[src/rtl/sound_sequencer_if.sv]
// ============================================================================
// Module      : sound_sequencer_if
// Description : Game-event inputs and tone-command outputs of the sequencer.
// Revision    : 1.0 - initial release
// ============================================================================
`default_nettype none

interface sound_sequencer_if;
    logic       ev_ping_l;
    logic       ev_ping_r;
    logic       ev_pong;
    logic       ev_goal_l;
    logic       ev_goal_r;
    logic [1:0] sound;
    logic [1:0] channel;
    logic       busy;

    modport master (
        output ev_ping_l, ev_ping_r, ev_pong, ev_goal_l, ev_goal_r,
        input  sound, channel, busy
    );

    modport slave (
        input  ev_ping_l, ev_ping_r, ev_pong, ev_goal_l, ev_goal_r,
        output sound, channel, busy
    );
endinterface

`default_nettype wire

[src/rtl/sound_sequencer.sv]
// ============================================================================
// Module      : sound_sequencer
// Description : Turns one-cycle game events into timed, prioritised tone
//               commands (ping, pong, repeated goal beeps) for the sound card.
// Revision    : 1.0 - initial release
// ============================================================================
`default_nettype none

module sound_sequencer #(
    parameter int CNT_W      = 24,
    parameter int PING_TICKS = 2_500_000,
    parameter int PONG_TICKS = 2_500_000,
    parameter int GOAL_TICKS = 5_000_000,
    parameter int GAP_TICKS  = 2_500_000,
    parameter int GOAL_REPS  = 3
) (
    input  wire               clk,
    input  wire               reset,
    sound_sequencer_if.slave  bus
);

    localparam logic [2:0] c_IDLE     = 3'd0;
    localparam logic [2:0] c_PING     = 3'd1;
    localparam logic [2:0] c_PONG     = 3'd2;
    localparam logic [2:0] c_GOAL_ON  = 3'd3;
    localparam logic [2:0] c_GOAL_GAP = 3'd4;

    localparam logic [1:0] c_SND_NONE = 2'd0;
    localparam logic [1:0] c_SND_PING = 2'd1;
    localparam logic [1:0] c_SND_PONG = 2'd2;
    localparam logic [1:0] c_SND_GOAL = 2'd3;
    localparam logic [1:0] c_CH_NONE  = 2'd0;
    localparam logic [1:0] c_CH_BOTH  = 2'd3;

    localparam logic [CNT_W-1:0] c_PING_LD = CNT_W'(PING_TICKS - 1);
    localparam logic [CNT_W-1:0] c_PONG_LD = CNT_W'(PONG_TICKS - 1);
    localparam logic [CNT_W-1:0] c_GOAL_LD = CNT_W'(GOAL_TICKS - 1);
    localparam logic [CNT_W-1:0] c_GAP_LD  = CNT_W'(GAP_TICKS - 1);
    localparam logic [CNT_W-1:0] c_CNT_ONE = CNT_W'(1);
    localparam logic [3:0]       c_REP_LD  = 4'(GOAL_REPS - 1);

    logic [2:0]       r_state;
    logic [CNT_W-1:0] r_cnt;
    logic [3:0]       r_rep;
    logic [1:0]       r_goal_ch;
    logic [1:0]       r_sound;
    logic [1:0]       r_channel;
    logic             r_busy;

    logic       w_goal;
    logic       w_ping;
    logic       w_in_goal;
    logic       w_take_ping;
    logic       w_take_pong;
    logic       w_cnt_zero;
    logic [1:0] w_goal_ch;
    logic [1:0] w_ping_ch;

    assign w_goal      = bus.ev_goal_l | bus.ev_goal_r;
    assign w_ping      = bus.ev_ping_l | bus.ev_ping_r;
    assign w_goal_ch   = {bus.ev_goal_l, bus.ev_goal_r};
    assign w_ping_ch   = {bus.ev_ping_l, bus.ev_ping_r};
    assign w_in_goal   = (r_state == c_GOAL_ON) || (r_state == c_GOAL_GAP);
    // Lower-priority events are only accepted when nothing above them plays.
    assign w_take_ping = w_ping & ~w_in_goal;
    assign w_take_pong = bus.ev_pong & ((r_state == c_IDLE) || (r_state == c_PONG));
    assign w_cnt_zero  = (r_cnt == '0);

    always_ff @(posedge clk or posedge reset) begin
        if (reset) begin
            r_state   <= c_IDLE;
            r_cnt     <= '0;
            r_rep     <= '0;
            r_goal_ch <= c_CH_NONE;
            r_sound   <= c_SND_NONE;
            r_channel <= c_CH_NONE;
            r_busy    <= 1'b0;
        end else if (w_goal) begin
            r_state   <= c_GOAL_ON;
            r_cnt     <= c_GOAL_LD;
            r_rep     <= c_REP_LD;
            r_goal_ch <= w_goal_ch;
            r_sound   <= c_SND_GOAL;
            r_channel <= w_goal_ch;
            r_busy    <= 1'b1;
        end else if (w_take_ping) begin
            r_state   <= c_PING;
            r_cnt     <= c_PING_LD;
            r_sound   <= c_SND_PING;
            r_channel <= w_ping_ch;
            r_busy    <= 1'b1;
        end else if (w_take_pong) begin
            r_state   <= c_PONG;
            r_cnt     <= c_PONG_LD;
            r_sound   <= c_SND_PONG;
            r_channel <= c_CH_BOTH;
            r_busy    <= 1'b1;
        end else begin
            case (r_state)
                c_IDLE: begin
                end
                c_PING, c_PONG: begin
                    if (w_cnt_zero) begin
                        r_state   <= c_IDLE;
                        r_sound   <= c_SND_NONE;
                        r_channel <= c_CH_NONE;
                        r_busy    <= 1'b0;
                    end else begin
                        r_cnt <= r_cnt - c_CNT_ONE;
                    end
                end
                c_GOAL_ON: begin
                    if (w_cnt_zero) begin
                        if (r_rep != 4'd0) begin
                            r_state   <= c_GOAL_GAP;
                            r_cnt     <= c_GAP_LD;
                            r_channel <= c_CH_NONE;
                        end else begin
                            r_state   <= c_IDLE;
                            r_sound   <= c_SND_NONE;
                            r_channel <= c_CH_NONE;
                            r_busy    <= 1'b0;
                        end
                    end else begin
                        r_cnt <= r_cnt - c_CNT_ONE;
                    end
                end
                c_GOAL_GAP: begin
                    // Sound code stays at goal during the gap; only the channel mutes.
                    if (w_cnt_zero) begin
                        r_state   <= c_GOAL_ON;
                        r_cnt     <= c_GOAL_LD;
                        r_rep     <= r_rep - 4'd1;
                        r_channel <= r_goal_ch;
                    end else begin
                        r_cnt <= r_cnt - c_CNT_ONE;
                    end
                end
                default: begin
                    r_state   <= c_IDLE;
                    r_sound   <= c_SND_NONE;
                    r_channel <= c_CH_NONE;
                    r_busy    <= 1'b0;
                end
            endcase
        end
    end

    assign bus.sound   = r_sound;
    assign bus.channel = r_channel;
    assign bus.busy    = r_busy;

endmodule

`default_nettype wire
[src/flat_wrapper.sv]
// flat-port wrapper written by rule: the top's interface ports become plain ports
module sound_sequencer_flat 
#(
    parameter int CNT_W      = 24,
    parameter int PING_TICKS = 2_500_000,
    parameter int PONG_TICKS = 2_500_000,
    parameter int GOAL_TICKS = 5_000_000,
    parameter int GAP_TICKS  = 2_500_000,
    parameter int GOAL_REPS  = 3
)
  (clk, reset, bus_ev_ping_l, bus_ev_ping_r, bus_ev_pong, bus_ev_goal_l, bus_ev_goal_r, bus_sound, bus_channel, bus_busy);
  sound_sequencer_if bus_i ();
  input  wire clk;
  input  wire reset;
  input wire logic [$bits(bus_i.ev_ping_l)-1:0] bus_ev_ping_l;
  input wire logic [$bits(bus_i.ev_ping_r)-1:0] bus_ev_ping_r;
  input wire logic [$bits(bus_i.ev_pong)-1:0] bus_ev_pong;
  input wire logic [$bits(bus_i.ev_goal_l)-1:0] bus_ev_goal_l;
  input wire logic [$bits(bus_i.ev_goal_r)-1:0] bus_ev_goal_r;
  output wire logic [$bits(bus_i.sound)-1:0] bus_sound;
  output wire logic [$bits(bus_i.channel)-1:0] bus_channel;
  output wire logic [$bits(bus_i.busy)-1:0] bus_busy;
  assign bus_i.ev_ping_l = bus_ev_ping_l;
  assign bus_i.ev_ping_r = bus_ev_ping_r;
  assign bus_i.ev_pong = bus_ev_pong;
  assign bus_i.ev_goal_l = bus_ev_goal_l;
  assign bus_i.ev_goal_r = bus_ev_goal_r;
  assign bus_sound = bus_i.sound;
  assign bus_channel = bus_i.channel;
  assign bus_busy = bus_i.busy;
  sound_sequencer #(.CNT_W(CNT_W), .PING_TICKS(PING_TICKS), .PONG_TICKS(PONG_TICKS), .GOAL_TICKS(GOAL_TICKS), .GAP_TICKS(GAP_TICKS), .GOAL_REPS(GOAL_REPS)) u_core (.clk(clk), .reset(reset), .bus(bus_i));
endmodule
[config.mk]
export PLATFORM = sky130hd
export DESIGN_NAME = sound_sequencer_flat
export DESIGN_NICKNAME = d
export VERILOG_FILES = /design/src/rtl/sound_sequencer_if.sv /design/src/rtl/sound_sequencer.sv /design/src/flat_wrapper.sv
export SDC_FILE = /design/constraint.sdc
export NUM_CORES = 1
export LEC_CHECK = 0
export BUFFER_PORTS_ARGS = -buffer_cell sky130_fd_sc_hd__clkbuf_2
export CORE_MARGIN = 2
export CORE_UTILIZATION = 45
export CTS_BUF_LIST = sky130_fd_sc_hd__clkbuf_4 sky130_fd_sc_hd__clkbuf_8
export CTS_CLUSTER_SIZE = 28
export DETAILED_ROUTE_END_ITERATION = 16
export PLACE_DENSITY_LB_ADDON = 0.12
export SLEW_MARGIN = 15
export SYNTH_ARGS = -nofsm -noshare
export SYNTH_HDL_FRONTEND = slang
export SYNTH_SLANG_ARGS = --single-unit
[constraint.sdc]
create_clock -name clk -period 2.53 [get_ports clk]
set_clock_uncertainty 0.2 [all_clocks]
set_input_delay 0.1265 -clock clk [delete_from_list [all_inputs] [get_ports clk]]
set_output_delay 0.1265 -clock clk [all_outputs]
set_load 0.02 [all_outputs]
==> results of run 1 <==
-- power groups by stage --
stage	clock network [uW]	registers, uW	logic [uW]
6_report	446	617	82.5
5_1_grt	493	618	92.6
4_1_cts	461	617	81.4
3_5_place_dp	0	629	75.9
3_3_place_gp	0	629	76.0
2_1_floorplan	0	632	41.5
-- worst min-delay path by stage --
stage / startpoint / endpoint / slack, ps / depth (start not counted)
after floorplan: bus_ev_goal_l / u_core.r_goal_ch[1] / 20 / 1
after global placement: reset / u_core.r_rep[2] / 50 / 3
after detailed placement: reset / u_core.r_rep[0] / 60 / 3
after CTS: bus_ev_ping_l / u_core.bus.channel[1] / 80 / 5
after global routing: bus_ev_ping_l / u_core.bus.channel[1] / 140 / 5
final: bus_ev_ping_l / u_core.bus.channel[1] / 70 / 5
-- repair_timing --
action,4_1_cts,5_1_grt
buffers inserted,0,2
hold buffers,4,0
endpoints found under the setup margin,0,25
gates resized for setup,0,8
endpoints found under the hold margin,44,0
-- final cells by class --
type	instances	area, um2
fill	481	2122
multi-input combinational	198	1336
sequential	38	950.9
timing repair buffer	59	441.7
clock buffer	7	90.09
tap	70	87.58
inverter	11	41.29
clock inverter	1	5.005
-- synth_stat cells, types with 2 or more instances --
| cell | number | area [um2] |
|---|---|---|
| sky130_fd_sc_hd__o31ai_1 | 2 | 15.01 |
| sky130_fd_sc_hd__dfrtp_1 | 38 | 950.9 |
| sky130_fd_sc_hd__inv_1 | 11 | 41.29 |
| sky130_fd_sc_hd__nor2_1 | 30 | 112.6 |
| sky130_fd_sc_hd__nand2_1 | 21 | 78.83 |
| sky130_fd_sc_hd__and3_1 | 2 | 12.51 |
| sky130_fd_sc_hd__ha_1 | 4 | 50.05 |
| sky130_fd_sc_hd__buf_6 | 2 | 22.52 |
| sky130_fd_sc_hd__or3_1 | 3 | 18.77 |
| sky130_fd_sc_hd__or2_2 | 2 | 12.51 |
| sky130_fd_sc_hd__nand2_2 | 3 | 18.77 |
| sky130_fd_sc_hd__a21oi_1 | 17 | 85.08 |
| sky130_fd_sc_hd__nand3_1 | 4 | 20.02 |
| sky130_fd_sc_hd__a211o_1 | 5 | 43.79 |
| sky130_fd_sc_hd__a22oi_1 | 3 | 22.52 |
| sky130_fd_sc_hd__nor4b_1 | 3 | 26.28 |
| sky130_fd_sc_hd__o21a_1 | 2 | 15.01 |
| sky130_fd_sc_hd__nor4_1 | 4 | 25.02 |
| sky130_fd_sc_hd__a31oi_1 | 2 | 12.51 |
| sky130_fd_sc_hd__o31ai_2 | 2 | 25.02 |
| sky130_fd_sc_hd__or4_1 | 4 | 30.03 |
| sky130_fd_sc_hd__buf_2 | 2 | 10.01 |
| sky130_fd_sc_hd__buf_4 | 3 | 22.52 |
| sky130_fd_sc_hd__a32o_1 | 2 | 20.02 |
| sky130_fd_sc_hd__nor3_1 | 13 | 65.06 |
| sky130_fd_sc_hd__nor4_4 | 2 | 42.54 |
| sky130_fd_sc_hd__o21ai_0 | 22 | 110.1 |
| sky130_fd_sc_hd__o311ai_0 | 3 | 26.28 |
| sky130_fd_sc_hd__o21ai_1 | 4 | 20.02 |
| sky130_fd_sc_hd__nor2b_1 | 2 | 12.51 |
| sky130_fd_sc_hd__o22a_1 | 4 | 35.03 |
| sky130_fd_sc_hd__nor3_2 | 2 | 20.02 |
| sky130_fd_sc_hd__xor2_1 | 2 | 17.52 |
-- flip-flops by register name, indices dropped and copies added, names as in the netlist --
| signal | flops |
|---|---|
| u_core.bus.busy | 1 |
| u_core.r_state | 3 |
| u_core.bus.channel | 2 |
| u_core.bus.sound | 2 |
| u_core.r_goal_ch | 2 |
| u_core.r_cnt | 24 |
| u_core.r_rep | 4 |
-- layer usage --
metal / GRT usage / share of wire / vias up / wire length [um]
met5: 0 / 0 / - / 0
met4: 0.07273 / 0.021 / 0 / 123
met3: 0.03673 / 0.048 / 11 / 283
met2: 0.3080 / 0.44 / 59 / 2605
met1: 0.3100 / 0.49 / 1079 / 2930
li1: - / - / 1073 / -
-- worst max-delay path, cell delays in order (launching register included) --
cell and delay [ps]:
sky130_fd_sc_hd__dfrtp_1 440, sky130_fd_sc_hd__nor4_2 460, sky130_fd_sc_hd__nand2_1 230, sky130_fd_sc_hd__o31ai_2 310
sky130_fd_sc_hd__buf_4 170, sky130_fd_sc_hd__nor3_1 40, sky130_fd_sc_hd__buf_4 170, sky130_fd_sc_hd__nand2_2 150
sky130_fd_sc_hd__o211ai_1 110
-- cells by family after synthesis --
kind of cell | count (synthesis) | share of synthesized area
XOR/XNOR | 3 | 0.01116
flip-flops | 38 | 0.4038
multiplexers | 2 | 0.009033
AO/OA/AOI/OAI | 81 | 0.2418
buffers and inverters | 18 | 0.04091
adder cells (fa/ha/maj) | 4 | 0.02125
AND/OR/NAND/NOR | 108 | 0.2721
-- through the flow --
stage	area [um2]	setup TNS (ps)	util	instances	power, uW
2_1_floorplan	2355	0	-	254	673.8
3_3_place_gp	2770	0	0.5459	370	704.6
3_5_place_dp	2770	0	0.5459	370	704.8
4_1_cts	2905	0	0.5725	382	1159
5_1_grt	2953	-69.10	0.5819	384	1203
6_report	2953	0	0.5819	384	1145
==> flow_summary.html, run 1 <==
<table>
<tr><th>Metric</th><th>Value</th></tr>
<tr><th colspan="2">CTS</th></tr>
<tr><td>Number of levels in the clock H-tree</td><td>2</td></tr>
<tr><td>Clock tree from TritonCTS</td><td>yes</td></tr>
<tr><td>Clock root cell</td><td>sky130_fd_sc_hd__clkbuf_8</td></tr>
<tr><td>Clock tree sinks</td><td>38</td></tr>
<tr><td>Worst-case clock buffer depth</td><td>2</td></tr>
<tr><td>Later-pin clock latency in the skew report</td><td>just under 300 ps</td></tr>
<tr><td>Cts bufs inserted</td><td>5</td></tr>
<tr><td>Clock-pin slew of the registers on the worst-case setup and hold paths</td><td>approximately 70 ps</td></tr>
<tr><th colspan="2">Timing</th></tr>
<tr><td>Final slew viol count</td><td>0</td></tr>
<tr><td>Share of the clock period used by the worst path</td><td>0.9567</td></tr>
<tr><td>Final setup margin</td><td>109.5 ps</td></tr>
<tr><td>Setup-violating endpoint count in the final report</td><td>0</td></tr>
<tr><td>RSZ-0062 raised after global routing</td><td>true</td></tr>
<tr><td>Shortest clock period the worst path allows after layout</td><td>around 2400 ps</td></tr>
<tr><td>WHS</td><td>about 68 ps</td></tr>
<tr><td>Worst Max-Slew Pin Slew</td><td>506.8 ps</td></tr>
<tr><td>Maximum operating frequency</td><td>413.1 MHz</td></tr>
<tr><td>Headroom to the max-slew limit</td><td>0.6621</td></tr>
<tr><td>Count of final hold-check violations</td><td>0</td></tr>
<tr><th colspan="2">Route</th></tr>
<tr><td>First-pass iteration count of the detailed router</td><td>4</td></tr>
<tr><td>Antenna Violating Nets Remaining</td><td>0</td></tr>
<tr><td>DRT iter0 DRCs</td><td>198</td></tr>
<tr><td>Routed vias/inst</td><td>5.786</td></tr>
<tr><td>Vias after detailed routing</td><td>around 2,200</td></tr>
<tr><td>Detail-routed net length per standard cell</td><td>15.47 um</td></tr>
<tr><td>Final WL</td><td>5.942 mm</td></tr>
<tr><td>DRC violation count after routing</td><td>0</td></tr>
<tr><th colspan="2">Setup path</th></tr>
<tr><td>Worst setup path start</td><td>u_core.r_cnt[20]</td></tr>
<tr><td>Reg-to-reg critical path endpoint</td><td>u_core.r_cnt[20]</td></tr>
<tr><td>Crit path to</td><td>u_core.r_cnt[20]</td></tr>
<tr><td>Crit Reg-Reg Startpoint</td><td>u_core.r_cnt[20]</td></tr>
<tr><td>Cell count of the worst reg-to-reg path</td><td>8</td></tr>
<tr><td>Worst reg-to-reg setup slack</td><td>110 ps</td></tr>
<tr><td>Highest fanout seen on the critical path</td><td>7</td></tr>
<tr><td>CP Class</td><td>reg -&gt; reg</td></tr>
<tr><td>Arrival time at the worst endpoint</td><td>2380 ps</td></tr>
<tr><td>Required time reported for the critical path endpoint</td><td>2490 ps</td></tr>
<tr><td>Kind of launch point of the worst setup path</td><td>register</td></tr>
<tr><td>Sort of element at the end of the critical path</td><td>register</td></tr>
<tr><th colspan="2">Power and ir drop</th></tr>
<tr><td>Leak pwr</td><td>about 0.0012 uW</td></tr>
<tr><td>Power density normalized to cell area</td><td>387.8 nW/um2</td></tr>
<tr><td>Logic gate share of total power</td><td>0.072</td></tr>
<tr><td>Int Pwr</td><td>slightly below 900 uW</td></tr>
<tr><td>Proportion of power drawn by the clock network</td><td>0.389</td></tr>
<tr><td>Switching portion of total power</td><td>0.2357</td></tr>
<tr><td>Maximum vdd drop</td><td>0.1918 mV</td></tr>
<tr><td>Net switching power</td><td>269.9 uW</td></tr>
<tr><td>Relative contribution of sequential cells to total power</td><td>0.539</td></tr>
<tr><th colspan="2">Finish</th></tr>
<tr><td>Antenna diode count</td><td>0</td></tr>
<tr><td>Highest-count cells in the layout ignoring fill and taps</td><td>sky130_fd_sc_hd__buf_4 (42), sky130_fd_sc_hd__dfrtp_1 (38), sky130_fd_sc_hd__nor2_1 (28), sky130_fd_sc_hd__o21ai_0 (22), sky130_fd_sc_hd__nand2_1 (21)</td></tr>
<tr><td>Net count reported at finish</td><td>~320</td></tr>
<tr><td>Share of post-route cells with drive strength above 1</td><td>0.2962</td></tr>
<tr><td>Leading cell type in the layout, fill and taps excluded</td><td>sky130_fd_sc_hd__buf_4</td></tr>
<tr><td>Area growth syn-to-layout</td><td>25.40%</td></tr>
<tr><th colspan="2">Global route</th></tr>
<tr><td>Global-route wire length before repair</td><td>9.770 mm</td></tr>
<tr><td>Largest net degree at the start of global routing</td><td>39</td></tr>
<tr><td>Gr ovfl total</td><td>0</td></tr>
<tr><td>Overall routing resource usage</td><td>0.2093</td></tr>
<tr><td>Number of antenna violations at the first check in global routing</td><td>0</td></tr>
<tr><td>Vias in the first global route</td><td>2,018</td></tr>
<tr><th colspan="2">Placed design</th></tr>
<tr><td>HPWL after DPL</td><td>4.309 mm</td></tr>
<tr><td>Worst slack at placement</td><td>between 40 and 50 ps</td></tr>
<tr><td>Final GP Congestion</td><td>0.8231</td></tr>
<tr><td>Count of input and output buffers</td><td>11</td></tr>
<tr><th colspan="2">Logic synthesis</th></tr>
<tr><td>Primary FF master, synth</td><td>sky130_fd_sc_hd__dfrtp_1</td></tr>
<tr><td>Number of standard cells after synthesis</td><td>254</td></tr>
<tr><td>Average instance area after synthesis</td><td>9.271 um2</td></tr>
<tr><td>Synthesized flop and latch total</td><td>38</td></tr>
<tr><td>Number of distinct library cell variants in the gate-level netlist after synthesis</td><td>between 60 and 70</td></tr>
<tr><td>Synthesized area</td><td>between 2000 and 2500 um2</td></tr>
<tr><td>Yosys warning count</td><td>0</td></tr>
<tr><td>Sequential-to-total area share from yosys stat</td><td>0.4038</td></tr>
<tr><td>EDFF count, synth</td><td>0</td></tr>
<tr><td>Async set-or-reset flop fraction in the synthesized netlist</td><td>1.000</td></tr>
<tr><td>Synthesized Nets</td><td>265</td></tr>
<tr><th colspan="2">Die</th></tr>
<tr><td>Die area</td><td>5828 um2</td></tr>
<tr><td>Die Width</td><td>about 76 um</td></tr>
<tr><td>Floorplan core area</td><td>5075 um2</td></tr>
<tr><td>Top-Level Pins</td><td>12</td></tr>
<tr><td>Effective utilization at floorplan</td><td>0.4640</td></tr>
<tr><td>Vertical extent of the die</td><td>76.34 um</td></tr>
<tr><td>Rows</td><td>26</td></tr>
<tr><th colspan="2">Run</th></tr>
<tr><td>Number of maximum-capacitance violations</td><td>0</td></tr>
<tr><th colspan="2">Outcome</th></tr>
<tr><td>Status</td><td>finished clean</td></tr>
<tr><th colspan="2">Worst hold path</th></tr>
<tr><td>Tightest Hold Check Type</td><td>in -&gt; reg</td></tr>
</table>
No activity file was read; power rests on OpenSTA's default activity.
==> inputs of run 2 (changes only) <==
CORE_ASPECT_RATIO = 0.75   (was unset)
==> flow_summary.html, run 2 (synthesized netlist as in run 1, its figures left out) <==
<table>
<tr><th>Metric</th><th>Value</th></tr>
<tr><th colspan="2">Timing</th></tr>
<tr><td>Count of final hold-check violations</td><td>0 (unchanged)</td></tr>
<tr><td>Shortest clock period the worst path allows after layout</td><td>2447 ps (was 2421 ps)</td></tr>
<tr><td>Headroom to the max-slew limit</td><td>0.6333 (was 0.6621)</td></tr>
<tr><td>Worst Max-Slew Pin Slew</td><td>544.3 ps (was 506.8 ps)</td></tr>
<tr><td>Maximum operating frequency</td><td>408.7 MHz (was 413.1 MHz)</td></tr>
<tr><td>Setup-violating endpoint count in the final report</td><td>0 (unchanged)</td></tr>
<tr><td>Share of the clock period used by the worst path</td><td>0.9671 (was 0.9567)</td></tr>
<tr><td>Final slew viol count</td><td>0 (unchanged)</td></tr>
<tr><th colspan="2">Power and ir drop</th></tr>
<tr><td>Int Pwr</td><td>1070 uW (was 875.4 uW)</td></tr>
<tr><td>Maximum vdd drop</td><td>0.3896 mV (was 0.1918 mV)</td></tr>
<tr><td>Net switching power</td><td>290.1 uW (was 269.9 uW)</td></tr>
<tr><td>Power density normalized to cell area</td><td>445.8 nW/um2 (was 387.8 nW/um2)</td></tr>
<tr><td>Proportion of power drawn by the clock network</td><td>0.481 (was 0.389)</td></tr>
<tr><td>Logic gate share of total power</td><td>0.066 (was 0.072)</td></tr>
<tr><td>Leak pwr</td><td>0.001232 uW (was 0.001193 uW)</td></tr>
<tr><td>Switching portion of total power</td><td>0.2133 (was 0.2357)</td></tr>
<tr><td>Relative contribution of sequential cells to total power</td><td>0.453 (was 0.539)</td></tr>
<tr><th colspan="2">CTS</th></tr>
<tr><td>Worst-case clock buffer depth</td><td>2 (unchanged)</td></tr>
<tr><td>Clock tree sinks</td><td>38 (unchanged)</td></tr>
<tr><td>Later-pin clock latency in the skew report</td><td>300 ps (was 290 ps)</td></tr>
<tr><td>Clock tree from TritonCTS</td><td>yes (unchanged)</td></tr>
<tr><td>Number of levels in the clock H-tree</td><td>2 (unchanged)</td></tr>
<tr><td>Clock-pin slew of the registers on the worst-case setup and hold paths</td><td>80 ps (was 70 ps)</td></tr>
<tr><td>Clock root cell</td><td>sky130_fd_sc_hd__clkbuf_8 (unchanged)</td></tr>
<tr><td>Cts bufs inserted</td><td>5 (unchanged)</td></tr>
<tr><th colspan="2">Route</th></tr>
<tr><td>First-pass iteration count of the detailed router</td><td>4 (unchanged)</td></tr>
<tr><td>DRT iter0 DRCs</td><td>187 (was 198)</td></tr>
<tr><td>Detailed route wirelength on metal2</td><td>2.551 mm (was 2.605 mm)</td></tr>
<tr><td>Top layer reached by signal wires</td><td>met4 (unchanged)</td></tr>
<tr><td>DRC violation count after routing</td><td>0 (unchanged)</td></tr>
<tr><td>Final WL</td><td>6.305 mm (was 5.942 mm)</td></tr>
<tr><td>Routed vias/inst</td><td>5.929 (was 5.786)</td></tr>
<tr><td>Vias after detailed routing</td><td>2,241 (was 2,222)</td></tr>
<tr><td>Antenna Violating Nets Remaining</td><td>0 (unchanged)</td></tr>
<tr><td>Routed length on met1</td><td>3.217 mm (was 2.930 mm)</td></tr>
<tr><td>Detail-routed net length per standard cell</td><td>16.68 um (was 15.47 um)</td></tr>
<tr><td>DR WL met3</td><td>524 um (was 283 um)</td></tr>
<tr><th colspan="2">Placed design</th></tr>
<tr><td>Count of input and output buffers</td><td>11 (unchanged)</td></tr>
<tr><td>Final GP Congestion</td><td>0.8493 (was 0.8231)</td></tr>
<tr><td>Standard cell area after detailed placement</td><td>2800 um2 (was 2770 um2)</td></tr>
<tr><td>Cell Count Post-Placement</td><td>364 (was 370)</td></tr>
<tr><td>HPWL after DPL</td><td>4.471 mm (was 4.309 mm)</td></tr>
<tr><th colspan="2">Finish</th></tr>
<tr><td>Flip-flop count of the largest register, all copies and words added</td><td>24 (unchanged)</td></tr>
<tr><td>Register with the most flip-flops</td><td>u_core.r_cnt (unchanged)</td></tr>
<tr><td>Post-Layout Cell Count</td><td>378 (was 384)</td></tr>
<tr><td>Final core occ</td><td>0.6157 (was 0.5819)</td></tr>
<tr><td>Final non-filler cell area</td><td>3050 um2 (was 2953 um2)</td></tr>
<tr><td>Leading cell type in the layout, fill and taps excluded</td><td>sky130_fd_sc_hd__buf_4 (unchanged)</td></tr>
<tr><td>Net count reported at finish</td><td>328 (was 324)</td></tr>
<tr><td>Highest-count cells in the layout ignoring fill and taps</td><td>sky130_fd_sc_hd__buf_4 (45), sky130_fd_sc_hd__dfrtp_1 (38), sky130_fd_sc_hd__nor2_1 (29), sky130_fd_sc_hd__o21ai_0 (22), sky130_fd_sc_hd__nand2_1 (21) (was sky130_fd_sc_hd__buf_4 (42), sky130_fd_sc_hd__dfrtp_1 (38), sky130_fd_sc_hd__nor2_1 (28), sky130_fd_sc_hd__o21ai_0 (22), sky130_fd_sc_hd__nand2_1 (21))</td></tr>
<tr><td>Largest registers</td><td>u_core.r_cnt: 24 flops, u_core.r_rep: 4 flops, u_core.r_state: 3 flops (unchanged)</td></tr>
<tr><td>FF+latch area</td><td>950.9 um2 (unchanged)</td></tr>
<tr><td>Area taken by multi-input logic gates</td><td>1356 um2 (was 1336 um2)</td></tr>
<tr><td>Share of post-route cells with drive strength above 1</td><td>0.3019 (was 0.2962)</td></tr>
<tr><td>Area growth syn-to-layout</td><td>29.54% (was 25.40%)</td></tr>
<tr><td>Count of fill cells added during filler insertion</td><td>424 (was 481)</td></tr>
<tr><td>Antenna diode count</td><td>0 (unchanged)</td></tr>
<tr><th colspan="2">Die</th></tr>
<tr><td>Die Width</td><td>87.53 um (was 76.34 um)</td></tr>
<tr><td>Vertical extent of the die</td><td>66.65 um (was 76.34 um)</td></tr>
<tr><td>Top-Level Pins</td><td>12 (unchanged)</td></tr>
<tr><td>Die area</td><td>5833 um2 (was 5828 um2)</td></tr>
<tr><td>Floorplan core area</td><td>4955 um2 (was 5075 um2)</td></tr>
<tr><td>Effective utilization at floorplan</td><td>0.4753 (was 0.4640)</td></tr>
<tr><td>Rows</td><td>22 (was 26)</td></tr>
<tr><th colspan="2">Setup path</th></tr>
<tr><td>Kind of launch point of the worst setup path</td><td>register (unchanged)</td></tr>
<tr><td>CP Class</td><td>reg -&gt; reg (unchanged)</td></tr>
<tr><td>Required time reported for the critical path endpoint</td><td>2520 ps (was 2490 ps)</td></tr>
<tr><td>Cell count of the worst reg-to-reg path</td><td>9 (was 8)</td></tr>
<tr><td>Arrival time at the worst endpoint</td><td>2440 ps (was 2380 ps)</td></tr>
<tr><td>Reg-to-reg critical path endpoint</td><td>u_core.bus.channel[0] (was u_core.r_cnt[20])</td></tr>
<tr><td>Worst reg-to-reg setup slack</td><td>80 ps (was 110 ps)</td></tr>
<tr><td>Crit Reg-Reg Startpoint</td><td>u_core.r_cnt[1] (was u_core.r_cnt[20])</td></tr>
<tr><td>Sort of element at the end of the critical path</td><td>register (unchanged)</td></tr>
<tr><td>Highest fanout seen on the critical path</td><td>3 (was 7)</td></tr>
<tr><th colspan="2">Outcome</th></tr>
<tr><td>Status</td><td>finished clean (unchanged)</td></tr>
<tr><th colspan="2">Worst hold path</th></tr>
<tr><td>End point of the most critical hold path</td><td>u_core.bus.channel[1] (unchanged)</td></tr>
<tr><td>Tightest Hold Check Type</td><td>in -&gt; reg (unchanged)</td></tr>
<tr><td>Critical hold path startpoint</td><td>bus_ev_ping_l (unchanged)</td></tr>
<tr><td>Cell count of the worst hold path</td><td>5 (unchanged)</td></tr>
<tr><th colspan="2">Global route</th></tr>
<tr><td>Vias in the first global route</td><td>2,066 (was 2,018)</td></tr>
<tr><td>Largest net degree at the start of global routing</td><td>39 (unchanged)</td></tr>
<tr><td>Number of antenna violations at the first check in global routing</td><td>0 (unchanged)</td></tr>
<tr><td>Overall routing resource usage</td><td>0.2406 (was 0.2093)</td></tr>
<tr><td>Global-route wire length before repair</td><td>10.62 mm (was 9.770 mm)</td></tr>
<tr><td>Gr ovfl total</td><td>0 (unchanged)</td></tr>
<tr><th colspan="2">Run</th></tr>
<tr><td>Number of maximum-capacitance violations</td><td>0 (unchanged)</td></tr>
</table>
==> run 2: cell count changes in the layout (fill, tap and decap cells not counted), moves of 2 or more <==
cell	change
sky130_fd_sc_hd__buf_4	+3
sky130_fd_sc_hd__bufinv_16	+2
sky130_fd_sc_hd__nand2_2	-2
sky130_fd_sc_hd__nand2_4	+2
==> run 2: worst max-delay path by stage <==
stage	startpoint	to	slack (ps)
2_1_floorplan	u_core.r_cnt[0]	u_core.bus.channel[0]	160
6_report	u_core.r_cnt[1]	u_core.bus.channel[0]	80
5_1_grt	u_core.r_cnt[1]	u_core.r_cnt[14]	-3
3_3_place_gp	u_core.r_cnt[7]	u_core.r_cnt[12]	60
3_5_place_dp	u_core.r_cnt[1]	u_core.r_cnt[20]	20
4_1_cts	u_core.r_cnt[1]	u_core.bus.channel[0]	2
==> run 2: final cells by class <==
cell class | count | share of cell area
Inverter | 11 | 0.01354
Multi-Input combinational cell | 198 | 0.4446
Timing Repair Buffer | 63 | 0.1587
Sequential cell | 38 | 0.3117
Clock inverter | 2 | 0.01969
Tap cell | 60 | 0.02461
Clock buffer | 6 | 0.02707
==> run 2: critical path: stages, from the launching register on <==
cell and delay (ps):
sky130_fd_sc_hd__dfrtp_1 390, sky130_fd_sc_hd__inv_1 80, sky130_fd_sc_hd__ha_1 130, sky130_fd_sc_hd__nor4b_2 190
sky130_fd_sc_hd__buf_4 160, sky130_fd_sc_hd__and3_1 230, sky130_fd_sc_hd__nand2_2 110, sky130_fd_sc_hd__buf_4 150
sky130_fd_sc_hd__a31oi_1 320, sky130_fd_sc_hd__mux2_2 380
==> run 2: timing repair <==
action	4_1_cts	5_1_grt
pin swaps	0	3
hold buffers	4	0
setup endpoints to repair	1	25
hold endpoints to repair	44	0
setup buffers	0	2
resized for setup	1	11
==> run 2: per-layer routing <==
layer  up-vias  track usage
met1      1066       0.3858
met3         2      0.06320
li1       1075            -
met4         0      0.04038
met5         -            0
met2        98       0.3210
==> run 2: through the flow <==
| step | hold WS, ps | total power, uW | TNS [ps] | setup slack, ps |
|---|---|---|---|---|
| global placement | 58.90 | 710.0 | 0 | 63.95 |
| global route | 75.04 | 1399 | -2.911 | -2.911 |
| finish | 59.85 | 1360 | 0 | 83.25 |
| floorplan | 18.79 | 673.8 | 0 | 164.7 |
| CTS | 60.12 | 1367 | 0 | 1.710 |
| detailed placement | 65.32 | 710.8 | 0 | 20.24 |
==> run 2: power groups by stage <==
stage	registers, uW	clock network (uW)	logic [uW]
2_1_floorplan	632	0	41.5
3_3_place_gp	628	0	81.6
4_1_cts	617	662	87.7
6_report	617	654	89.6
5_1_grt	618	682	99.4
3_5_place_dp	629	0	82.1
